File: config.mk
export PLATFORM = sky130hd
export DESIGN_NAME = axi_sync_align_gate
export DESIGN_NICKNAME = d
export VERILOG_FILES = /design/src/rtl/axi_sync_align_gate.sv
export SDC_FILE = /design/constraint.sdc
export NUM_CORES = 1
export LEC_CHECK = 0
export CORE_MARGIN = 2
export CORE_UTILIZATION = 38
export DETAILED_ROUTE_END_ITERATION = 7
export PLACE_DENSITY = 0.87
export SLEW_MARGIN = 20
export SYNTH_ARGS = -nofsm -noshare
export SYNTH_HDL_FRONTEND = slang
export SYNTH_SLANG_ARGS = --single-unit
export TNS_END_PERCENT = 50
File: constraint.sdc
create_clock -name clk -period 2.4 [get_ports clk]
set_input_delay 0.48 -clock clk [delete_from_list [all_inputs] [get_ports clk]]
set_output_delay 0.48 -clock clk [all_outputs]
set_load 0.02 [all_outputs]
File: src/rtl/axi_sync_align_gate.sv
// ----------------------------------------------------------------------------
// axi_sync_align_gate
//
// Per-port packet-boundary gate placed in front of a multi-port AXI-stream
// synchroniser. After reset, clear or a resync request every port discards
// (DROP) or stalls (HOLD) until it sits on a packet boundary; once every port
// is holding, all ports are released into PASS on the same clock so the
// downstream synchroniser sees packet-aligned streams. In PASS the gate is a
// zero-latency pass-through with per-port flow control.
//
// Ports:
//   clk, reset_n       clock, asynchronous active-low reset
//   clear              synchronous clear, same effect as reset
//   resync             one-cycle pulse: re-align at the next packet boundary
//   i_tdata/i_tlast/i_tvalid/i_tready   upstream AXI-stream, SIZE ports packed
//   o_tdata/o_tlast/o_tvalid/o_tready   downstream AXI-stream, same packing
//   aligned            registered: every port is in PASS
//   drop_cnt           per-port saturating count of discarded beats
// ----------------------------------------------------------------------------
module axi_sync_align_gate #(
    parameter int SIZE          = 2,
    parameter int WIDTH         = 32,
    parameter int START_ALIGNED = 1,
    parameter int CNT_W         = 16
) (
    input  logic                  clk,
    input  logic                  reset_n,
    input  logic                  clear,
    input  logic                  resync,
    input  logic [SIZE*WIDTH-1:0] i_tdata,
    input  logic [SIZE-1:0]       i_tlast,
    input  logic [SIZE-1:0]       i_tvalid,
    output logic [SIZE-1:0]       i_tready,
    output logic [SIZE*WIDTH-1:0] o_tdata,
    output logic [SIZE-1:0]       o_tlast,
    output logic [SIZE-1:0]       o_tvalid,
    input  logic [SIZE-1:0]       o_tready,
    output logic                  aligned,
    output logic [SIZE*CNT_W-1:0] drop_cnt
);

    typedef enum logic [1:0] {ST_DROP, ST_HOLD, ST_PASS} state_t;

    localparam state_t           RST_ST  = (START_ALIGNED != 0) ? ST_HOLD : ST_DROP;
    localparam logic [CNT_W-1:0] CNT_MAX = {CNT_W{1'b1}};

    state_t                 st_q [SIZE];
    state_t                 st_d [SIZE];
    logic [SIZE-1:0]        in_pkt_q, in_pkt_d;
    logic [SIZE-1:0]        pend_q, pend_d;
    logic [SIZE*CNT_W-1:0]  drop_cnt_q, drop_cnt_d;
    logic                   aligned_q, aligned_d;
    logic [SIZE-1:0]        en;
    logic [SIZE-1:0]        hs;
    logic                   all_hold;
    logic                   all_pass_d;

    // Data and last are never touched; only valid/ready are gated.
    assign o_tdata  = i_tdata;
    assign o_tlast  = i_tlast;
    assign aligned  = aligned_q;
    assign drop_cnt = drop_cnt_q;

    always_comb begin : flow
        all_hold = 1'b1;
        en       = '0;
        i_tready = '0;
        o_tvalid = '0;
        hs       = '0;
        for (int p = 0; p < SIZE; p++) begin
            if (st_q[p] != ST_HOLD) begin
                all_hold = 1'b0;
            end
            // A pending resync at a packet boundary closes the port at once.
            en[p] = (st_q[p] == ST_PASS) && !(pend_q[p] && !in_pkt_q[p]);
            if (st_q[p] == ST_DROP) begin
                i_tready[p] = 1'b1;
            end else if (en[p]) begin
                i_tready[p] = o_tready[p];
            end
            o_tvalid[p] = en[p] & i_tvalid[p];
            hs[p]       = i_tvalid[p] & i_tready[p];
        end
    end

    always_comb begin : next_state
        st_d       = st_q;
        in_pkt_d   = in_pkt_q;
        pend_d     = pend_q;
        drop_cnt_d = drop_cnt_q;
        all_pass_d = 1'b1;
        if (clear) begin
            for (int p = 0; p < SIZE; p++) begin
                st_d[p] = RST_ST;
            end
            in_pkt_d   = '0;
            pend_d     = '0;
            drop_cnt_d = '0;
        end else begin
            for (int p = 0; p < SIZE; p++) begin
                case (st_q[p])
                    ST_DROP: begin
                        if (hs[p]) begin
                            if (drop_cnt_q[p*CNT_W +: CNT_W] != CNT_MAX) begin
                                drop_cnt_d[p*CNT_W +: CNT_W] =
                                    drop_cnt_q[p*CNT_W +: CNT_W] + CNT_W'(1);
                            end
                            if (i_tlast[p]) begin
                                st_d[p] = ST_HOLD;
                            end
                        end
                    end
                    ST_HOLD: begin
                        // Release is collective: every port leaves HOLD together.
                        if (all_hold) begin
                            st_d[p] = ST_PASS;
                        end
                    end
                    ST_PASS: begin
                        if (pend_q[p] && !in_pkt_q[p]) begin
                            st_d[p]   = ST_HOLD;
                            pend_d[p] = 1'b0;
                        end else begin
                            if (hs[p]) begin
                                in_pkt_d[p] = !i_tlast[p];
                            end
                            if (resync) begin
                                pend_d[p] = 1'b1;
                            end
                        end
                    end
                    default: st_d[p] = RST_ST;
                endcase
            end
        end
        for (int p = 0; p < SIZE; p++) begin
            if (st_d[p] != ST_PASS) begin
                all_pass_d = 1'b0;
            end
        end
        aligned_d = all_pass_d;
    end

    always_ff @(posedge clk or negedge reset_n) begin
        if (!reset_n) begin
            for (int p = 0; p < SIZE; p++) begin
                st_q[p] <= RST_ST;
            end
            in_pkt_q   <= '0;
            pend_q     <= '0;
            drop_cnt_q <= '0;
            aligned_q  <= 1'b0;
        end else begin
            for (int p = 0; p < SIZE; p++) begin
                st_q[p] <= st_d[p];
            end
            in_pkt_q   <= in_pkt_d;
            pend_q     <= pend_d;
            drop_cnt_q <= drop_cnt_d;
            aligned_q  <= aligned_d;
        end
    end

endmodule
# After elaboration in Yosys (flattened, before gate mapping)
# Cells that the tools add are included.
[word_totals]
ff_bits = 41
in_bits = 74
out_inout_bits = 103
wordCells = 94
[classes]
addsub = 2
eq_ne = 12
mux = 39
n_bitwise = 4
reduce_logical = 28
[op_table]
columns = ["cell", "count"]
rows = [
  ["$mux 16", 6],
  ["$add 16x1->16 const B", 2],
  ["$mux 32", 1],
  ["$ne 16x16->1 const B", 2],
  ["$mux 2", 10],
  ["$mux 1", 19],
  ["$reduce_bool 2->1", 8],
  ["$pmux 2 s3", 2],
  ["$reduce_and 3->1", 4],
  ["$ne 2x2->1 const B", 4],
  ["$logic_not 1->1", 6],
  ["$reduce_bool 3->1", 2],
  ["$and 1x1->1", 4],
  ["$eq 2x1->1 const B", 2],
  ["$eq 2x2->1 const B", 2],
  ["$logic_and 1x1->1", 4],
  ["$logic_not 2->1", 2],
  ["$mux 4", 1],
  ["$ne 2x1->1 const B", 2],
  ["$reduce_and 2->1", 2],
]

# Depth between registers and ports, before layout
# Gate-level depths: netlist (run 1).
[depth]
depth_word = 13
ltp_mapped = 6

# Least setup slack after synthesis (run 1)
# Ideal clock, no wire load.
[synth_path]
path_kind = "flip-flop to flip-flop"
from = "register drop_cnt_q[0] (netlist: drop_cnt[0])"
to = "register drop_cnt_q[5] (netlist: drop_cnt[5])"
setup_time_ns = 0.125
t_arrival_ns = 1.904
required_ns = 2.275
path_slack_ns = 0.371
path_stages_with_launch = 6
period_less_slack_ns = 2.029
path_cell_list = "dfrtp_1 ha_1 nand3_1 or4_4 nand3_1 mux2_2"
[synth_between]
elab_chain_cells = 5
word_cells_on_any_way = 8
cone_classes = "1 x add/sub; 1 x eq/ne; 4 x mux; 2 x reduce/logical"
[synth_lines]
columns = ["element", "line_no", "text"]
rows = [
  ["from (decl)", "51", "logic [SIZE*CNT_W-1:0] drop_cnt_q, drop_cnt_d;"],
  ["from (signal assigned)", "159", "drop_cnt_q <= drop_cnt_d;"],
  ["$add 16x1->16", "106", "drop_cnt_q[p*CNT_W +: CNT_W] + CNT_W'(1);"],
  ["$mux 16", "104", "if (drop_cnt_q[p*CNT_W +: CNT_W] != CNT_MAX) begin"],
  ["$mux 16", "103", "if (hs[p]) begin"],
  ["$mux 16", "101", "case (st_q[p])"],
  ["$mux 32", "92", "if (clear) begin"],
]
# Parallel ways exist; a longest one is shown, timed or not. The select of a mux whose other input is x is not followed.
# A chain may end at the register's enable or synchronous reset.

# Worst setup path after layout (run 1)
[layout_path]
from = "register st_q[3] (netlist bit)"
to = "output port i_tready[0]"
[layout_between]
elab_chain_cells = 4
word_cells_on_any_way = 5
cone_classes = "1 x eq/ne; 2 x mux; 2 x reduce/logical"
[layout_lines]
columns = ["element", "line_no", "text"]
rows = [
  ["from (decl)", "47", "state_t st_q [SIZE];"],
  ["from (signal, indexed assignment)", "155", "st_q[p] <= st_d[p];"],
  ["$eq 2x2->1", "75", "en[p] = (st_q[p] == ST_PASS) && !(pend_q[p] && !in_pkt_q[p]);"],
  ["$logic_and 1x1->1", "75", ""],
  ["$mux 1", "78", "end else if (en[p]) begin"],
  ["$mux 1 (*)", "76", "if (st_q[p] == ST_DROP) begin"],
  ["to (decl)", "33", "output logic [SIZE-1:0] i_tready,"],
]
# Every way passes the cells marked *; elsewhere a longest branch is shown, timed or not.

==> results of run 1 <==
[sequential cells by signal (all words and copies together) (netlist names)]
register / flops
st_q: 4
in_pkt_q: 2
drop_cnt: 32
pend_q: 2
aligned: 1
[routing by layer]
layer	GRT usage	wire length, um	vias up
li1	-	-	1086
met1	0.186	2680	1095
met2	0.252	3070	96
met3	0.0324	481	26
met4	0.0669	165	0
met5	0	0	-
[critical path, cell delays in order, from the launching register on]
cell             delay [ns]
dfrtp_1                0.45
nand2b_1               0.14
a21oi_2                0.18
nand2_1                0.07
o21ai_0                0.07
clkdlybuf4s50_1        0.62
[cells in the final DEF, fill, tap and decap left out, drive strengths merged, types with 2 or more instances in the layout]
cell           Yosys  routed
nor2b             13      13
dfstp              2       2
clkbuf             6       6
nand2             19      19
nand3             13      13
nor2              17      17
dfrtp             39      39
a31oi              2       2
and3               6       6
inv                7       7
o21ai             12      12
a21oi             30      30
clkdlybuf4s50      0      46
ha                 2       2
nand2b             4       4
or3                6       6
nor4               2       2
a211oi             3       3
or4                7       7
mux2              11      11
o41ai              2       2
and4               6       6
o31ai              7       7
nand4             13      13
buf               68      11
nor3b              4       4
nor3               7       7
[area by class of cell]
class                      instances  share of cell area
multi-input combinational        201               0.413
sequential                        41               0.326
timing repair buffer              58               0.179
tap                               99              0.0392
clock buffer                       6              0.0230
clock inverter                     2              0.0111
inverter                           7             0.00832
[power groups by stage]
stage / sequential (mW) / combinational (mW) / clock, mW
global route: 0.853 / 0.437 / 0.589
finish: 0.839 / 0.397 / 0.543
global placement: 0.841 / 0.388 / 0
floorplan: 0.832 / 0.387 / 0
detailed placement: 0.848 / 0.397 / 0
CTS: 0.836 / 0.399 / 0.562
[kinds of logic (layout without fill, tap and decap cells)]
family | Yosys count | in the layout
and+or+nand+nor | 122 | 122
buffers and inverters | 81 | 73
DFF | 41 | 41
AOI/OAI and AO/OA | 64 | 64
xor gates and xnor gates | 1 | 1
adders and majority gates | 2 | 2
muxes | 12 | 12
[timing repair]
item / CTS / global route
resized for setup: 1 / 3
endpoints found under the setup margin: 1 / 3
hold buffers: 0 / 0
[final timing paths]
| kind | to | startpoint |
|---|---|---|
| min reg2reg | pend_q[1] | pend_q[1] |
| max reg2reg | drop_cnt[4] | drop_cnt[0] |
| min in group clk | pend_q[1] | pend_q[1] |
| max in group asynchronous | st_q[2] | reset_n |
| max | i_tready[0] | st_q[3] |
| min | drop_cnt[17] | reset_n |
==> summary.txt, run 1 <==
Run status
  – Status: complete, no violations

Layout
  – Layout Nets: 390
  – Fillers: 738
  – Diode count: 0
  – Final std cells w/o fill: 414
  – Core Util, Final: 0.433
  – Area growth from synthesis to layout: 9.54%
  – Fraction of layout cells with a size suffix above 1: 0.143
  – Finished Cell Area: 0.00316 mm2
  – Register Area: 0.00103 mm2
  – Footprint of the multi-input gates: 0.00131 mm2

Logic synthesis
  – Most common cell in the netlist: buf_4
  – Syn avg cell area: 8.93 um2
  – Post-Syn Area: 0.00288 mm2
  – Synth area leaders: dfrtp_1, buf_4, a21oi_1
  – EDFF count, synth: 0
  – Cells after Synth: 323
  – Adder-Cell Fraction of Synth Area: 0.00868
  – Post-synthesis compound-gate area fraction: 0.136
  – Post-synthesis sequential area ratio: 0.357
  – Share of the synthesized area in the top cell type: 0.338
  – Multiplexer area fraction after synthesis: 0.0464
  – Synth Area in XOR/XNOR: 0.00304
  – FF+latch count, synth: 41
  – Simple-Gate Fraction of Synth Area: 0.256
  – Main combinational cell family by area after synthesis: simple AND/OR/NAND/NOR gates
  – Ys async rst share: 1.00
  – Synthesized Nets: 399
  – Synth warn: 0
  – Commonest cells post-synth: buf_4, dfrtp_1, a21oi_1, nand2_1, nor2_1
  – Count of different cell masters after synthesis: 53
  – Commonest register cell after synthesis: dfrtp_1
  – Yosys top cell by area: dfrtp_1

Power
  – PD cells: 563 mW/mm2
  – Total leakage power: 1.26 nW
  – Flop pwr share: 0.472
  – Worst VDD drop: 0.000225 V
  – Combinational Power Share: 0.223
  – Tot Pwr: 1.78 mW
  – Net switching power figure: 530 uW
  – Cell-internal power: 1.25 mW
  – Clock network fraction of total power: 0.305
  – Switching part of the total: 0.298

GRT
  – First-pass GRT wire length: 10500 um
  – Initial antenna violation count: 0
  – Total GRT Usage: 0.151
  – Total gr overflow: 0
  – Vias in the first global route: 2212
  – Pin count of the biggest net entering global routing: 38

STA
  – Final hold violations: 0
  – Fin. max-slew vios: 0
  – Setup violators final: 0
  – Clock skew: 0.00924 ns
  – Setup TNS: 0 ns
  – Worst Hold Slack: 0.189 ns
  – Highest clock rate: 438 MHz
  – Final period util: 0.952
  – Slew @ Worst Pin: 0.747 ns
  – Fin crit period: 2.28 ns
  – RSZ-0062 raised after global routing: false
  – Final Worst Setup Slack: 0.115 ns
  – Slew HR: 0.496

Placement
  – GP Congestion: 0.816
  – Inst Count DP: 406
  – Place WS: 0.0554 ns
  – HPWL Detailed: 4670 um
  – Port Buffer Count: 48
  – Dpl cell area: 0.00304 mm2

Critical path
  – Crit Path Max Fanout: 6
  – Flop2flop setup slack: 0.27 ns
  – Path depth of the worst reg2reg path: 5
  – WP data required: 1.92 ns
  – Worst setup EP type: output port
  – WP data arrival: 1.80 ns
  – Setup Crit Path Kind: register to output port
  – Worst Setup Start Kind: register

Flow run
  – Max Cap Viol: 0

Drt
  – First DRT Iteration DRCs: 110
  – Remaining routing DRC violations: 0
  – Via Count: 2303
  – Total Wirelength: 6390 um
  – Drt first pass iters: 4
  – Vias/cell: 5.56
  – Wire per inst: 15.4 um
  – DRT antenna net count: 0

Clock tree
  – Post-CTS Setup Bufs: 0
  – Total CTS buffers: 5
  – Clock sink count: 41
  – CTS tree: built
  – Worst-Skew Late Latency: 0.28 ns
  – Root Driver: clkbuf_8
  – CTS H-Tree Depth: 2
  – Clock Tree Buf Depth: 2
  – Clk slew on worst S/H paths: 0.08 ns

Floorplanning
  – Initial core utilization: 0.396
  – FP Rows: 31
  – Die area: 0.00830 mm2
  – Core Box Area: 0.00729 mm2
  – Die Ht: 91.1 um
  – Die W: 91.1 um
  – Boundary pin count: 177

Min path
  – Class of the worst hold path: input pin to async pin
Power figures use the tool's default switching activity.
==> run 2, diff against run 1 <==
- CELL_PAD_IN_SITES_DETAIL_PLACEMENT: not set -> 1
- CELL_PAD_IN_SITES_GLOBAL_PLACEMENT: not set -> 2
- CORE_ASPECT_RATIO: not set -> 0.5
- CORE_UTILIZATION: 38 -> 20
- PLACE_DENSITY: 0.87 -> 0.86
==> summary.txt, run 2 (same netlist as run 1, synthesis figures left out) <==
Floorplanning
  – Die W: 174 um
  – Initial core utilization: 0.209
  – Die Ht: 88.9 um
  – Boundary pin count: 177
  – Core Box Area: 0.0138 mm2
  – Die area: 0.0155 mm2
  – FP Rows: 30

GRT
  – Pin count of the biggest net entering global routing: 28
  – Vias in the first global route: 2358
  – Initial antenna violation count: 0
  – Total GRT Usage: 0.0961
  – First-pass GRT wire length: 12100 um
  – Total gr overflow: 0

STA
  – Fin crit period: 2.31 ns
  – Fin. max-slew vios: 0
  – Final hold violations: 0
  – Clock skew: 0.00558 ns
  – Highest clock rate: 432 MHz
  – Setup violators final: 0
  – Final period util: 0.964
  – RSZ-0062 raised after global routing: false
  – Slew @ Worst Pin: 0.656 ns
  – Setup TNS: 0 ns
  – Slew HR: 0.563
  – Worst Hold Slack: 0.222 ns

Critical path
  – WP data required: 1.92 ns
  – Path depth of the worst reg2reg path: 5
  – Worst Setup Start Kind: register
  – Worst setup EP type: output port
  – Crit Path Max Fanout: 6
  – WP data arrival: 1.83 ns
  – Setup Crit Path Kind: register to output port

Power
  – Worst VDD drop: 0.000305 V
  – Tot Pwr: 1.92 mW
  – PD cells: 577 mW/mm2
  – Total leakage power: 1.29 nW

Drt
  – Remaining routing DRC violations: 0
  – Wire per inst: 14.5 um
  – Via Count: 2301
  – WL met3: 339 um
  – Vias/cell: 4.50
  – Met1 wire length: 3210 um
  – Routed wl met2: 3790 um
  – DRT antenna net count: 0
  – Drt first pass iters: 4
  – Total Wirelength: 7420 um
  – First DRT Iteration DRCs: 95
  – Highest routed metal layer: met4

Min path
  – Class of the worst hold path: input pin to async pin

Placement
  – HPWL Detailed: 5380 um
  – GP Congestion: 0.780
  – Dpl cell area: 0.00318 mm2
  – Port Buffer Count: 48

Layout
  – Max reg flops: 32
  – Finished Cell Area: 0.00333 mm2
  – Diode count: 0
  – Fraction of layout cells with a size suffix above 1: 0.150
  – Most common cell after layout, fill and taps aside: clkdlybuf4s50_1
  – Register Area: 0.00103 mm2
  – Footprint of the multi-input gates: 0.00132 mm2
  – Most frequent cells in the layout: clkdlybuf4s50_1, dfrtp_1, a21oi_1
  – Layout Nets: 394
  – Area growth from synthesis to layout: 15.6%
  – Fillers: 1628

Clock tree
  – Clk slew on worst S/H paths: 0.06 ns
  – CTS H-Tree Depth: 2
  – Clock Tree Buf Depth: 2
  – Worst-Skew Late Latency: 0.28 ns
  – Clock sink count: 41
  – Total CTS buffers: 5
  – Root Driver: clkbuf_16
  – CTS tree: built
  – Cts hold-fix bufs: 0

Flow run
  – Max Cap Viol: 0

Run status
  – Status: complete, no violations
==> run 2: cell types whose count changed in the layout (fill, tap and decap cells not counted), sizes merged <==
cell and change:
bufinv -1, clkinv +1, buf +4
==> run 2: final cells by class <==
type,instances,share of cell area
multi-input combinational,201,0.395
sequential,41,0.309
timing repair buffer,62,0.175
tap,192,0.0721
clock buffer,6,0.0387
inverter,7,0.00788
clock inverter,2,0.00300
==> run 2: repair_timing <==
action | CTS | global route
endpoints found under the setup margin | 0 | 5
setup buffers | 0 | 0
endpoints found under the hold margin | 0 | 0
resized for setup | 0 | 4
==> run 2: power by group <==
part	total [mW]	leakage, nW	switching (mW)	internal, mW
sequential	0.825	0.561	0.0689	0.756
combinational	0.440	0.660	0.242	0.198
clock	0.657	0.0706	0.275	0.382
==> run 2: worst max-delay path, stage by stage, from the launching register on <==
cell,delay [ns]
dfstp_2,0.58
nand2b_1,0.19
a21oi_2,0.07
and2_1,0.18
clkdlybuf4s50_1,0.54
==> run 2: per-layer routing <==
layer	global-route usage	vias to the layer above
met1	0.109	1179
met5	0	-
li1	-	1092
met2	0.176	24
met4	0.0359	0
met3	0.0281	6
==> run 2: worst paths after layout <==
| path | from | endpoint | slack (ns) |
|---|---|---|---|
| setup reg to reg | drop_cnt[0] | drop_cnt[5] | 0.25 |
| max in group asynchronous | reset_n | drop_cnt[19] | 1.59 |
| hold / removal | reset_n | drop_cnt[14] | 0.22 |
| setup / recovery | st_q[2] | o_tvalid[0] | 0.09 |
| min in group clk | pend_q[1] | pend_q[1] | 0.57 |
| hold reg to reg | pend_q[1] | pend_q[1] | 0.57 |
==> run 2: through the flow <==
step	worst slack (ns)	instances	utilization
after floorplan	0.371	323	-
after global placement	0.0874	503	0.230
after detailed placement	0.0707	503	0.230
after CTS	0.000130	511	0.240
after global routing	0.0180	511	0.241
final	0.0868	511	0.241
